File: config.mk
export PLATFORM = sky130hd
export DESIGN_NAME = pc_control_unit
export DESIGN_NICKNAME = d
export VERILOG_FILES = /design/src/rtl/pc_control_unit.sv
export SDC_FILE = /design/constraint.sdc
export NUM_CORES = 1
export LEC_CHECK = 0
export ABC_CLOCK_PERIOD_IN_PS = 4000
export CORE_MARGIN = 4
export CORE_UTILIZATION = 46
export CTS_CLUSTER_DIAMETER = 50
export DETAILED_ROUTE_END_ITERATION = 10
export PLACE_DENSITY = 0.85
export SLEW_MARGIN = 20
export SYNTH_ARGS = -nofsm -noshare
export SYNTH_HDL_FRONTEND = slang
export SYNTH_SLANG_ARGS = --single-unit
File: constraint.sdc
create_clock -name clk_i -period 4 [get_ports clk_i]
set_input_delay 0.4 -clock clk_i [delete_from_list [all_inputs] [get_ports clk_i]]
set_output_delay 0.4 -clock clk_i [all_outputs]
set_load 0.01 [all_outputs]
File: src/rtl/pc_control_unit.sv
// rtl/pc_control_unit.sv - PC sequencing with branch/JAL/JALR resolution and misalign trap
// Optional statistics counters are enabled with the BRANCH_STATS_EN macro.
package pc_control_pkg;
  typedef enum logic [2:0] {
    OP_BEQ      = 3'd0,
    OP_BNE      = 3'd1,
    OP_BLT      = 3'd2,
    OP_BGE      = 3'd3,
    OP_BLTU     = 3'd4,
    OP_BGEU     = 3'd5,
    OP_BUNKNOWN = 3'd7
  } comp_select_e;
endpackage

module pc_control_unit
  import pc_control_pkg::*;
#(
  parameter int unsigned     XLEN     = 32,
  parameter logic [XLEN-1:0] RESET_PC = '0,
  parameter logic [XLEN-1:0] TRAP_VEC = XLEN'('h100)
) (
  input  logic            clk_i,
  input  logic            rst_i,
  input  logic            stall_i,
  input  logic            br_valid_i,
  output logic            br_ready_o,
  input  logic [1:0]      br_kind_i,
  input  logic [2:0]      funct3_i,
  input  logic [XLEN-1:0] rs1_i,
  input  logic [XLEN-1:0] imm_i,
  output comp_select_e    comp_sel_o,
  input  logic            comp_i,
  output logic [XLEN-1:0] pc_o,
  output logic [XLEN-1:0] link_o,
  output logic            link_valid_o,
  output logic            redirect_o,
  output logic            misalign_o,
  input  logic            trap_ack_i,
  output logic [31:0]     br_count_o,
  output logic [31:0]     br_taken_o
);

  typedef enum logic [1:0] {S_RUN, S_RESOLVE, S_TRAP} state_e;

  localparam logic [1:0] K_BRANCH = 2'b00;
  localparam logic [1:0] K_JAL    = 2'b01;
  localparam logic [1:0] K_JALR   = 2'b10;

  state_e          state_q;
  logic [XLEN-1:0] pc_q, imm_q, rs1_q, link_q;
  logic [1:0]      kind_q;
  comp_select_e    sel_q, sel_d;
  logic            redirect_q, link_valid_q, misalign_q;
  logic [XLEN-1:0] target;
  logic            taken, resolve;

  always_comb begin
    sel_d = OP_BUNKNOWN;
    if (br_kind_i == K_BRANCH) begin
      case (funct3_i)
        3'b000:  sel_d = OP_BEQ;
        3'b001:  sel_d = OP_BNE;
        3'b100:  sel_d = OP_BLT;
        3'b101:  sel_d = OP_BGE;
        3'b110:  sel_d = OP_BLTU;
        3'b111:  sel_d = OP_BGEU;
        default: sel_d = OP_BUNKNOWN;
      endcase
    end
  end

  // PC is frozen while resolving, so pc_q doubles as the captured request PC.
  always_comb begin
    target = ((kind_q == K_JALR) ? rs1_q : pc_q) + imm_q;
    if (kind_q == K_JALR) target[0] = 1'b0;
    case (kind_q)
      K_BRANCH:     taken = comp_i && (sel_q != OP_BUNKNOWN);
      K_JAL, K_JALR: taken = 1'b1;
      default:      taken = 1'b0;
    endcase
  end

  assign resolve = (state_q == S_RESOLVE) && !stall_i;

  always_ff @(posedge clk_i or posedge rst_i) begin
    if (rst_i) begin
      state_q      <= S_RUN;
      pc_q         <= RESET_PC;
      imm_q        <= '0;
      rs1_q        <= '0;
      kind_q       <= K_BRANCH;
      sel_q        <= OP_BUNKNOWN;
      link_q       <= '0;
      link_valid_q <= 1'b0;
      redirect_q   <= 1'b0;
      misalign_q   <= 1'b0;
    end else begin
      redirect_q   <= 1'b0;
      link_valid_q <= 1'b0;
      case (state_q)
        S_RUN: begin
          if (!stall_i) begin
            if (br_valid_i) begin
              imm_q   <= imm_i;
              rs1_q   <= rs1_i;
              kind_q  <= br_kind_i;
              sel_q   <= sel_d;
              state_q <= S_RESOLVE;
            end else begin
              pc_q <= pc_q + XLEN'(4);
            end
          end
        end
        S_RESOLVE: begin
          if (!stall_i) begin
            sel_q <= OP_BUNKNOWN;
            if (kind_q == K_JAL || kind_q == K_JALR) begin
              link_q       <= pc_q + XLEN'(4);
              link_valid_q <= 1'b1;
            end
            if (taken && target[1:0] != 2'b00) begin
              misalign_q <= 1'b1;
              state_q    <= S_TRAP;
            end else if (taken) begin
              pc_q       <= target;
              redirect_q <= 1'b1;
              state_q    <= S_RUN;
            end else begin
              pc_q    <= pc_q + XLEN'(4);
              state_q <= S_RUN;
            end
          end
        end
        S_TRAP: begin
          if (trap_ack_i) begin
            pc_q       <= TRAP_VEC;
            misalign_q <= 1'b0;
            state_q    <= S_RUN;
          end
        end
        default: state_q <= S_RUN;
      endcase
    end
  end

  assign br_ready_o   = (state_q == S_RUN) && !stall_i;
  assign comp_sel_o   = sel_q;
  assign pc_o         = pc_q;
  assign link_o       = link_q;
  assign link_valid_o = link_valid_q;
  assign redirect_o   = redirect_q;
  assign misalign_o   = misalign_q;

`ifdef BRANCH_STATS_EN
  logic [31:0] br_count_q, br_taken_q;

  always_ff @(posedge clk_i or posedge rst_i) begin
    if (rst_i) begin
      br_count_q <= '0;
      br_taken_q <= '0;
    end else if (resolve && kind_q == K_BRANCH) begin
      br_count_q <= br_count_q + 32'd1;
      if (taken) br_taken_q <= br_taken_q + 32'd1;
    end
  end

  assign br_count_o = br_count_q;
  assign br_taken_o = br_taken_q;
`else
  assign br_count_o = '0;
  assign br_taken_o = '0;
`endif

endmodule

; Word-level counts from Yosys, hierarchy flattened
; Index checks and enable logic that the tools add are counted.
[word_totals]
output_inout_bits = 135
regBits = 138
inputBits = 75
word_cells = 83
[classes]
mux = 33
reduce_logical = 20
add_sub_neg = 2
bitwise_logic = 1
n_eq_ne = 17
[ops]
columns = op, count
row1 = $mux 32, 7
row2 = $pmux 32 s3, 1
row3 = $add 32x3->32 const B, 1
row4 = $add 32x32->32, 1
row5 = $pmux 3 s6, 1
row6 = $eq 3x3->1 const B, 4
row7 = $mux 3, 4
row8 = $ne 2x2->1 const B, 6
row9 = $reduce_and 4->1, 3
row10 = $mux 1, 11
row11 = $mux 2, 5
row12 = $logic_not 2->1, 3
row13 = $pmux 2 s3, 1
row14 = $pmux 3 s2, 1
row15 = $reduce_and 3->1, 2
row16 = $reduce_and 6->1, 1
row17 = $reduce_bool 2->1, 3
row18 = $eq 2x1->1 const B, 2
row19 = $eq 2x2->1 const B, 2
row20 = $pmux 1 s2, 2
row21 = $eq 3x1->1 const B, 1
row22 = $logic_and 1x1->1, 3
row23 = $logic_not 3->1, 1
row24 = $ne 3x3->1 const B, 1
row25 = other kinds (6), 6

; Longest topological paths before layout
[logic_depth]
ltp_word = 9
ltp_mapped = 15
depth_no_buf = 13

; Worst setup path after synthesis
; No wires, ideal clock.
[synth_timing]
kind = register to register
start = reg kind_q[0]
end = reg pc_q[29] (netlist: pc_o[29])
setup_time_ns = 0.140
n_path_buf = 3
synth_period_minus_slack_ns = 3.657
required_ns = 3.860
setup_slack_ns = 0.343
arrival_ns = 3.517
stages_incl_launch_ff = 16
path_cell_list = dfrtp_1 -> inv_1 -> ha_1 -> clkbuf_1 -> buf_1 -> mux2_2 -> ha_1 -> clkbuf_1 -> nand2_1 -> a2111oi_0 -> o21ai_1 -> a311oi_1 -> o32ai_1 -> and3_1 -> o31ai_1 -> o311ai_1
[synth_between]
elab_chain_len = 8
elab_cells_between_ends = 16
classes_between = add/sub (1) / eq/ne (3) / mux (7) / reduce/logical (5)
[synth_lines]
columns = element, line
row1 = from (decl), 51  ; logic [1:0] kind_q;
row2 = from (signal assigned), 106  ; kind_q <= br_kind_i;
row3 = $eq 2x2->1, "74, 75, 76"
row4 = $mux 32, 74  ; target = ((kind_q == K_JALR) ? rs1_q : pc_q) + imm_q;
row5 = $add 32x32->32, 74
row6 = $mux 1, 75  ; if (kind_q == K_JALR) target[0] = 1'b0;
row7 = $reduce_bool 2->1, 121  ; if (taken && target[1:0] != 2'b00) begin
row8 = $logic_and 1x1->1, 121
row9 = $ne 2x2->1 (no line), --
row10 = $reduce_and 6->1 (no line), --
row11 = to (signal assigned), 110  ; pc_q <= pc_q + XLEN'(4);
row12 = to (signal assigned), 125  ; pc_q <= target;
row13 = to (signal assigned), 129  ; pc_q <= pc_q + XLEN'(4);
row14 = to (decl), 50  ; logic [XLEN-1:0] pc_q, imm_q, rs1_q, link_q;
; Parallel ways exist; a longest one is shown, timed or not. The select of a mux whose other input is x is not followed.
; A chain may end at the register's enable or synchronous reset.

; Worst setup path after layout
; Ends and elaborated chain as after synthesis.

==> run metrics <==
run status=finished clean; detail-routed via count per cell=5.44; fraction of the mapped netlist area in compound gates=16.2%; final setup vio count=0; TritonCTS buffer count=17; portion of synthesized cell area occupied by the leading cell type=between 30% and 40%; YS warnings=0; maximum buffer depth of the clock tree=2; largest vdd supply drop=0.426 mV; gp weighted congestion=a little over 0.9; standard-cell row count=50; Syn Inst Count=954; setup slack after layout=203 ps; starting utilization of the core area=between 40% and 50%; horizontal die dimension=~150 um; number of global-route vias before repair=7366; Hold Violations, Final=0; Wirelength per Cell=17.4 um; Setup crit start kind=flip-flop; clock tree sinks=about 140; biggest area contributors in the synthesized netlist=dfrtp_1, mux2_2, ha_1; prevailing post-synth register cell=dfrtp_1; clock transition at the registers of the reported paths=60 ps; boundary pin count=between 200 and 250; slew at the pin closest to its max-slew limit=885 ps; post-synthesis xor/xnor area fraction=5.27%; drt initial violations=676; Tightest Hold Check Type=flip-flop to flip-flop; antenna violations before repair=0; DRT Wirelength=23700 um; sequential-to-total area share from yosys stat=38.5%; Final #Nets=1214; critical path endpoint category=flip-flop; Post-Synthesis Cell Area=roughly 9000 um^2; Crit Path Class=flip-flop to flip-flop; biggest fanout along the worst timing path=17; die outline area=between 20000 and 25000 um^2; count of buffers inserted at the top-level ports=145; proportion of layout cells with a drive suffix above 1=approximately 14%; Post-DRT Antenna Nets=0; async set-reset flop share out of synthesis=100%; placeable core region=19000 um^2; global-route wire length before repair=38300 um; total via count in the routed design=7429; total negative slack=0 ps; area share of fa/ha/maj cells after synthesis=6.50%; Overall Global Routing Usage=21.6%; pin count of the biggest net entering global routing=139; Placed Cells=1334; Achievable Freq=around 260 MHz; clock root buffer=clkbuf_16; largest family of logic cells by synthesized area=compound AO/OA/AOI/OAI gates; DIE HEIGHT=approximately 150 um; most numerous cell in the Yosys netlist=dfrtp_1; source-to-sink clock delay at the later pin of the worst-skew pair=between 400 and 500 ps; # Post-CTS Setup Buffers=0; multiplexer fraction of the synthesized cell area=12.2%; cell type with the highest aggregate area in the netlist=dfrtp_1; CP arrival=a little over 4000 ps; sum of net half-perimeters after detailed placement=17900 um; GRT Residual Overflow=0; max-cap violations=0; number of storage elements in the synthesis netlist=138; sum of internal, switching and leakage power=9.94 mW; power density cells=roughly 900 nW/um^2; simple-gate share of the synthesized area=between 10% and 20%; required arrival time at the worst endpoint=about 4300 ps; synth unique cells=68; setup repair after global routing missed its margin=no; Residual DRC=0; final instance count without filler cells=1366; static power due to leakage=4.85 nW; crit share post-route=94.9%; FILL cells=1586; clock tree from TritonCTS=done; minimum setup slack after placement=16.5 ps; Syn-to-layout area delta=23.8%; First-pass DRT Iterations=5; H-tree levels=4; antenna cell count=0; Layout Skew=11.9 ps; remaining max-slew budget at the tightest pin=about two fifths; number of pins exceeding their max-slew limit in the final report=0; Post-Synthesis Mean Instance Area=about 9.4 um^2; leading cell types by count after synthesis=dfrtp_1, nand2_1, mux2_2; number of synthesized flops with an enable pin=0; final worst path period need=3800 ps
==> metal layers <==
| metal | wire length, um | vias up | GRT usage (%) | part of all wire (%) |
|---|---|---|---|---|
| li1 | - | 3529 | - | - |
| met1 | 10500 | 3565 | 29.4 | 44 |
| met2 | 11000 | 306 | 34.5 | 47 |
| met3 | 1900 | 29 | 5.00 | 8.0 |
| met4 | 319 | 0 | 6.10 | 1.3 |
| met5 | 0 | - | 0 | 0 |
==> worst max-delay path, cell delays in order, from the launching register on <==
cell,delay [ps]
dfrtp_1,400
inv_1,150
ha_4,260
buf_4,270
mux2_2,360
ha_1,290
nand2_1,90
a2111oi_0,480
o21ai_1,250
a311oi_2,360
o32ai_1,190
and3_1,200
o31ai_1,230
o311ai_1,130
==> placed cells by master (no fill, tap or decap), types with 4 or more instances in the layout <==
| cell type | count |
|---|---|
| mux2_2 | 94 |
| xnor2_1 | 31 |
| o21bai_1 | 5 |
| a31oi_1 | 10 |
| nor3_1 | 14 |
| nor2b_1 | 5 |
| clkbuf_16 | 17 |
| clkbuf_1 | 6 |
| xor2_1 | 23 |
| or2_2 | 4 |
| and3_1 | 9 |
| ha_1 | 44 |
| conb_1 | 64 |
| clkdlybuf4s50_1 | 145 |
| a21o_1 | 13 |
| o21ai_0 | 90 |
| nand4_1 | 9 |
| nor2_1 | 45 |
| nand2_1 | 102 |
| o21a_1 | 9 |
| a21oi_1 | 60 |
| and2_1 | 5 |
| dfrtp_1 | 135 |
| o211ai_1 | 5 |
| buf_4 | 17 |
| mux2i_1 | 4 |
| inv_1 | 29 |
| o221ai_1 | 8 |
| o31ai_1 | 6 |
| nand3_1 | 23 |
| nand3b_1 | 4 |
| nand2b_1 | 7 |
==> report_power, final <==
| group | internal, mW | switching [mW] | leakage (nW) |
|---|---|---|---|
| clock network | 1.03 | 0.601 | 0.289 |
| registers | 1.99 | 0.546 | 1.73 |
| logic | 2.58 | 3.18 | 2.83 |
| total | 5.61 | 4.33 | 4.85 |
==> logic make-up (layout without fill, tap and decap cells) <==
| kind of cell | after synthesis | after routing |
|---|---|---|
| and+or+nand+nor | 241 | 241 |
| AOI/OAI and AO/OA | 240 | 240 |
| DFF | 138 | 138 |
| buffers and inverters | 136 | 225 |
| muxes | 98 | 98 |
| xor gates and xnor gates | 54 | 54 |
| adders and majority gates | 46 | 46 |
| other | 1 | 64 |
==> cell type report <==
cell class                      count  area [um^2]  share of cell area [%]
Clock buffer                       26          489                    4.40
Clock inverter                      6          115                    1.04
Inverter                           30          116                    1.05
Multi-Input combinational cell    743         5010                    45.1
Sequential cell                   138         3460                    31.1
Tap cell                          260          325                    2.93
Timing Repair Buffer              163         1600                    14.4
==> path summary, 6_finish.rpt <==
| check | from | endpoint | slack, ps | cells after the start |
|---|---|---|---|---|
| min | link_o[1] | link_o[1] | 470 | 2 |
| max reg2reg | kind_q[0] | pc_o[29] | 200 | 13 |
| max | kind_q[0] | pc_o[29] | 200 | 13 |
| min in group asynchronous | rst_i | link_o[27] | 550 | 3 |
| max in group asynchronous | rst_i | imm_q[8] | 2890 | 3 |
| min reg2reg | link_o[1] | link_o[1] | 470 | 2 |
==> sequential cells by signal, indices dropped and copies added, names as in the netlist <==
signal,flops
pc_o,32
misalign_o,1
imm_q,32
link_valid_o,1
state_q,2
comp_sel_o,3
link_o,32
redirect_o,1
kind_q,2
rs1_q,32
==> through the flow <==
stage | utilization (%) | area [um^2] | hold slack, ps
after global routing | 58.6 | 11100 | 511
after floorplan | - | 9210 | 473
after detailed placement | 55.3 | 10500 | 462
after global placement | 55.3 | 10500 | 457
final | 58.6 | 11100 | 474
after CTS | 58.5 | 11100 | 477
==> what timing repair did <==
item                                    in CTS  in global routing
hold buffers                                 0                  0
resized for setup                            1                  4
endpoints found under the setup margin       2                  5
No activity file was read; power rests on OpenSTA's default activity.
